===== config.mk =====
export PLATFORM = sky130hd
export DESIGN_NAME = ifu_fetch
export DESIGN_NICKNAME = d
export VERILOG_FILES = /design/src/rtl/ifu_fetch.sv
export SDC_FILE = /design/constraint.sdc
export NUM_CORES = 1
export LEC_CHECK = 0
export BUFFER_PORTS_ARGS = -buffer_cell sky130_fd_sc_hd__buf_4
export CAP_MARGIN = 0
export CORE_ASPECT_RATIO = 1.75
export CORE_MARGIN = 5
export CORE_UTILIZATION = 46
export DETAILED_ROUTE_END_ITERATION = 6
export GPL_ROUTABILITY_DRIVEN = 0
export GPL_TIMING_DRIVEN = 1
export PLACE_DENSITY = 0.86
export SYNTH_ARGS = -nofsm -noshare
export SYNTH_HDL_FRONTEND = slang
export SYNTH_SLANG_ARGS = --single-unit

===== constraint.sdc =====
create_clock -name clk -period 1.55 [get_ports clk]
set_input_delay 0.465 -clock clk [delete_from_list [all_inputs] [get_ports clk]]
set_output_delay 0.465 -clock clk [all_outputs]
set_load 0.005 [all_outputs]

===== src/rtl/ifu_fetch.sv =====
// ifu_fetch: single-issue instruction fetch unit.
// Holds the PC, issues one memory read per instruction, hands the returned word
// to decode over a valid/ready handshake, then waits for execute to supply the
// next PC before fetching again.
// Optional build macro: IFU_MISALIGN_CHECK_EN
//   defined   -> a PC with nonzero low two bits is not requested from memory;
//                a faulted, zeroed instruction goes straight to decode instead.
//   undefined -> the full PC is sent to memory unchanged.
`timescale 1ns/1ps

module ifu_fetch #(
  parameter int                   ISA_WIDTH = 32,
  parameter logic [ISA_WIDTH-1:0] RESET_PC  = ISA_WIDTH'(32'h8000_0000)
) (
  input  logic                 clk,
  input  logic                 rst,
  output logic                 req_valid,
  input  logic                 req_ready,
  output logic [ISA_WIDTH-1:0] req_addr,
  input  logic                 resp_valid,
  input  logic [ISA_WIDTH-1:0] resp_data,
  input  logic                 resp_err,
  output logic [ISA_WIDTH-1:0] inst,
  output logic [ISA_WIDTH-1:0] inst_pc,
  output logic                 inst_valid,
  input  logic                 inst_ready,
  output logic                 inst_fault,
  input  logic                 npc_valid,
  input  logic [ISA_WIDTH-1:0] npc
);

  typedef enum logic [1:0] {
    FETCH     = 2'd0,
    WAIT_RESP = 2'd1,
    HOLD      = 2'd2,
    WAIT_NPC  = 2'd3
  } state_t;

  state_t               state_q, state_d;
  logic [ISA_WIDTH-1:0] pc_q, pc_d;
  logic [ISA_WIDTH-1:0] inst_q, inst_d;
  logic [ISA_WIDTH-1:0] inst_pc_q, inst_pc_d;
  logic                 inst_fault_q, inst_fault_d;
  logic                 misaligned;

`ifdef IFU_MISALIGN_CHECK_EN
  assign misaligned = (pc_q[1:0] != 2'b00);
`else
  assign misaligned = 1'b0;
`endif

  // Request is gated by rst so nothing is issued while reset is still held.
  assign req_valid  = (state_q == FETCH) && !misaligned && !rst;
  assign req_addr   = pc_q;
  assign inst_valid = (state_q == HOLD);
  assign inst       = inst_q;
  assign inst_pc    = inst_pc_q;
  assign inst_fault = inst_fault_q;

  // Next-state and datapath selection; every register holds unless a transition fires.
  always_comb begin
    state_d      = state_q;
    pc_d         = pc_q;
    inst_d       = inst_q;
    inst_pc_d    = inst_pc_q;
    inst_fault_d = inst_fault_q;
    case (state_q)
      FETCH: begin
        if (misaligned) begin
          state_d      = HOLD;
          inst_d       = '0;
          inst_fault_d = 1'b1;
          inst_pc_d    = pc_q;
        end else if (req_ready) begin
          state_d = WAIT_RESP;
        end
      end
      WAIT_RESP: begin
        if (resp_valid) begin
          state_d      = HOLD;
          inst_d       = resp_err ? '0 : resp_data;
          inst_fault_d = resp_err;
          inst_pc_d    = pc_q;
        end
      end
      HOLD: begin
        // npc_valid here is deliberately ignored; decode must accept first.
        if (inst_ready) begin
          state_d = WAIT_NPC;
        end
      end
      WAIT_NPC: begin
        if (npc_valid) begin
          pc_d    = npc;
          state_d = FETCH;
        end
      end
      default: begin
        state_d = FETCH;
      end
    endcase
  end

  // State registers with synchronous reset; a response in flight at reset is
  // dropped naturally because it lands in FETCH.
  always_ff @(posedge clk) begin
    if (rst) begin
      state_q      <= FETCH;
      pc_q         <= RESET_PC;
      inst_q       <= '0;
      inst_pc_q    <= '0;
      inst_fault_q <= 1'b0;
    end else begin
      state_q      <= state_d;
      pc_q         <= pc_d;
      inst_q       <= inst_d;
      inst_pc_q    <= inst_pc_d;
      inst_fault_q <= inst_fault_d;
    end
  end

endmodule

Yosys cells after proc, flatten, opt, wreduce, memory -nomap -nowiden

Cells that the tools add are included.

Multiplexer cells: 6
Reduce and logical (&&, ||, !) cells: 6
Equality and inequality tests: 7

Operators with widths:

| operator                                              | number |
|---|---|
| two-way mux 32 bit                                    | 1 |
| two-way mux 2 bit                                     | 4 |
| case mux 2 bit (4 select lines)                       | 1 |
| inequality test 2 bit, second input constant          | 3 |
| == test 2 bit, second input constant                  | 2 |
| AND reduction 2 bit                                   | 2 |
| AND reduction 4 bit                                   | 1 |
| == test 2 x 1 -> 1 bit, second input constant         | 1 |
| logical NOT 2 bit                                     | 1 |
| inequality test 2 x 1 -> 1 bit, second input constant | 1 |
| logical AND 1 bit                                     | 1 |
| logical NOT 1 bit                                     | 1 |

Register bits: 99
Input bits: 71
Output and inout port bits: 99
Logic and storage cells: 24

Logic depth before layout (Yosys ltp)

Word-level depth: 3
Depth in mapped cells: 7
Mapped depth without buffers: 5

Least setup slack after synthesis

OpenSTA, ideal clock, no wires.

Path type: register -> register
Start point: register state_q[0]
End point: register state_q[0]
Required time: 1478 ps
Library setup time: 72 ps
Period minus slack after synthesis: 1421 ps
Arrival: 1349 ps
Stages on the path, launching flop included: 6
Buffers on the path: 0
Slack: 129 ps
Path through: dfxtp_1 -> inv_1 -> ha_1 -> nor2b_4 -> a2111oi_4 -> mux2i_1

Longest elaborated chain between the ends: 3
Elaborated cells on any way between the ends: 10
Those cells by class: eq/ne (7); mux (1); reduce/logical (2)

Ends and longest elaborated chain:

| element                                  | line | text |
|---|---|---|
| start: declaration                       | 39   | `state_t state_q, state_d;` |
| start signal: assignment                 | 114  | `state_q <= state_d;` |
| == test 2 bit *                          | n/a  |  |
| net inst_valid                           | 25   | `output logic inst_valid,` |
| inequality test 2 x 1 -> 1 bit (no line) | n/a  |  |
| AND reduction 4 bit (no line)            | n/a  |  |

The timed path passes the listed nets; every way through them passes the cells marked *.
A chain may end at the register's enable or synchronous reset.

Final worst setup path

Start point: register state_q[0]
End point: output req_valid

Longest elaborated chain between the ends: 2

Ends and longest elaborated chain:

| element           | line | text |
|---|---|---|
| logical NOT 2 bit | 53   | `assign req_valid = (state_q == FETCH) && !misaligned && !rst;` |
| logical AND 1 bit | 53   |  |
| end: declaration  | 17   | `output logic req_valid,` |

No other way between the ends.

==> metrics.txt <==
power per standard cell area=1170 nW/um2; drt pass-1 iters=4; Final WS setup=-28.2 ps; CP top delay family=flip-flops; CTS Root Cell=clkbuf_16; clk_skew=4.63 ps; Longest Clk Path Bufs=2; cell taking the most area after synthesis=dfxtp_1; maximum VDD drop=0.961 mV; most common cell after layout, fill and taps aside=buf_4; CTS tree=built; CP max-delay cell=dfxtp_2; failing checks=negative setup slack; # IOs=170; Antenna Nets Post-Route=0; worst skew pair latency=340 ps; Worst EP required=1080 ps; crit-path cells=inv_4, ha_4, nor2b_4, buf_6; sequential fraction of the synthesis area=0.532; core footprint=7910 um2; 1st-iter DRT viols=223; count of cell types in the netlist=18; Hold Buf Count CTS=0; sum of buffers and inverters on the critical path=2; post-synthesis net count=524; Final Max Slew Viols=0; Layout Utilization=0.684; Hold Path Class=input port to flip-flop; Power Total=0.00634 W; synthesized area=3730 um2; post-synth top area share=0.532; Die W=78.1 um; ANT cells=0; Post-DP HPWL=7.52 mm; Tcrit/Tclk final=1.02; die height=129 um; slowest stage delay, CP=350 ps; Syn. warnings=0; status=complete, but fails checks; worst-margin pin slew=440 ps; leakage power=2.23 nW; Max Fanout on Critical Path=3; Synth Register Bits=99; Nets=683; wire per inst=14.8 um; DRC errors left=0; hold slack=347 ps; global route total overflow=0; Final Hold Viols=0; Max-Cap Viols=0; Fill cells=653; vias per cell=5.08; starting density of the core=0.471; Crit Path Category=flip-flop to output port; # port buffers=169; CTS Buf Count=9; vias in the first global route=3,424; most frequent cells in the layout=buf_4, nand2_1, dfxtp_1, a21oi_1, nand3b_1; Vias=3,569; CP Launch Type=flip-flop; Worst-path clk slew=60 ps; synthesized area per cell=8.32 um2; synthesized instance count=448; final wirelength=10.4 mm; WP data arrival=1110 ps; fmax=634 MHz; die area=10,100 um2; area growth from synthesis to final layout=45.1%; largest net degree at the start of global routing=102; Worst setup EP type=output port; RSZ-0062 raised after global routing=true; # setup viols final=1; setup tns final=-28.2 ps; Slew headroom=0.707; initial antenna violation count=0; CTS H-tree lvls=3; GRT Util Overall=0.199; Sink Count=99; FP Rows=43; pre-CTS WS=-3.05 ps; clock period minus worst slack=1580 ps; global-route wire length before repair=16.3 mm; layout cells sized above 1=0.342; top post-synthesis cells by area=dfxtp_1, nand2_1, a21oi_1
-- cell usage after synthesis --
| cell type | count |
|---|---|
| a21oi_1 | 96 |
| nor2b_4 | 1 |
| mux2i_1 | 2 |
| ha_1 | 5 |
| nand2_1 | 164 |
| nor2b_1 | 3 |
| nand3b_1 | 33 |
| nand2b_1 | 3 |
| inv_1 | 3 |
| and2_2 | 1 |
| o21bai_1 | 1 |
| clkbuf_1 | 13 |
| buf_4 | 5 |
| buf_6 | 6 |
| and2_1 | 1 |
| buf_2 | 11 |
| a2111oi_4 | 1 |
| dfxtp_1 | 99 |
-- cell type report --
class | count | area (um2) | share of cell area
Sequential cell | 99 | 1980 | 0.367
Multi-Input combinational cell | 311 | 1560 | 0.289
Tap cell | 90 | 113 | 0.0208
Clock inverter | 5 | 52.6 | 0.00971
Clock buffer | 11 | 243 | 0.0449
Timing Repair Buffer | 183 | 1440 | 0.267
Inverter | 3 | 13.8 | 0.00254
-- worst reg2reg max path, cell delays in order, from the launching register on --
cell	delay [ps]
dfxtp_2	350
inv_2	60
buf_4	130
ha_1	200
nor2b_1	160
a2111oi_4	270
mux2i_1	230
-- flip-flops by register name, summed over array words and instances (netlist names) --
signal,count
inst,32
inst_pc,32
req_addr,32
state_q,2
inst_fault,1
-- what timing repair did --
action                                  in CTS  in global routing
buffers inserted                             4                  1
endpoints found under the hold margin        0                  0
endpoints found under the setup margin       4                 27
pin swaps                                    1                  2
gates resized for setup                      7                  8
-- cells by family after synthesis --
group                    synth area share
buffers and inverters              0.0591
AO/OA/AOI/OAI                       0.138
multiplexers                      0.00537
AND/OR/NAND/NOR                     0.249
adder cells (fa/ha/maj)            0.0168
flip-flops                          0.532
-- final timing paths --
check | from | to | slack [ps] | cells after the start
worst max-delay path | state_q[0] | req_valid | -30 | 4
worst max register to register | state_q[1] | state_q[0] | 90 | 6
worst min-delay path | npc[31] | req_addr[31] | 350 | 3
worst min register to register | inst[28] | inst[28] | 450 | 2
-- routing by layer --
metal	part of all wire	vias to the layer above	GRT usage
met2	0.53	139	0.350
met3	0.071	34	0.0542
met1	0.35	1624	0.209
li1	-	1772	-
met5	0	-	0
met4	0.044	0	0.117
-- power by group --
group	leakage [nW]	internal (W)	total [W]	switching, W
clock network	0.145	0.00129	0.00218	0.000890
logic	1.28	0.000699	0.00140	0.000701
registers	0.800	0.00268	0.00277	0.0000865
-- metrics by stage --
stage	instance area, um2	instances
after floorplan	3730	448
after global placement	5020	681
after detailed placement	5020	681
after CTS	5360	701
after global routing	5410	702
final	5410	702
Power figures use the tool's default switching activity.
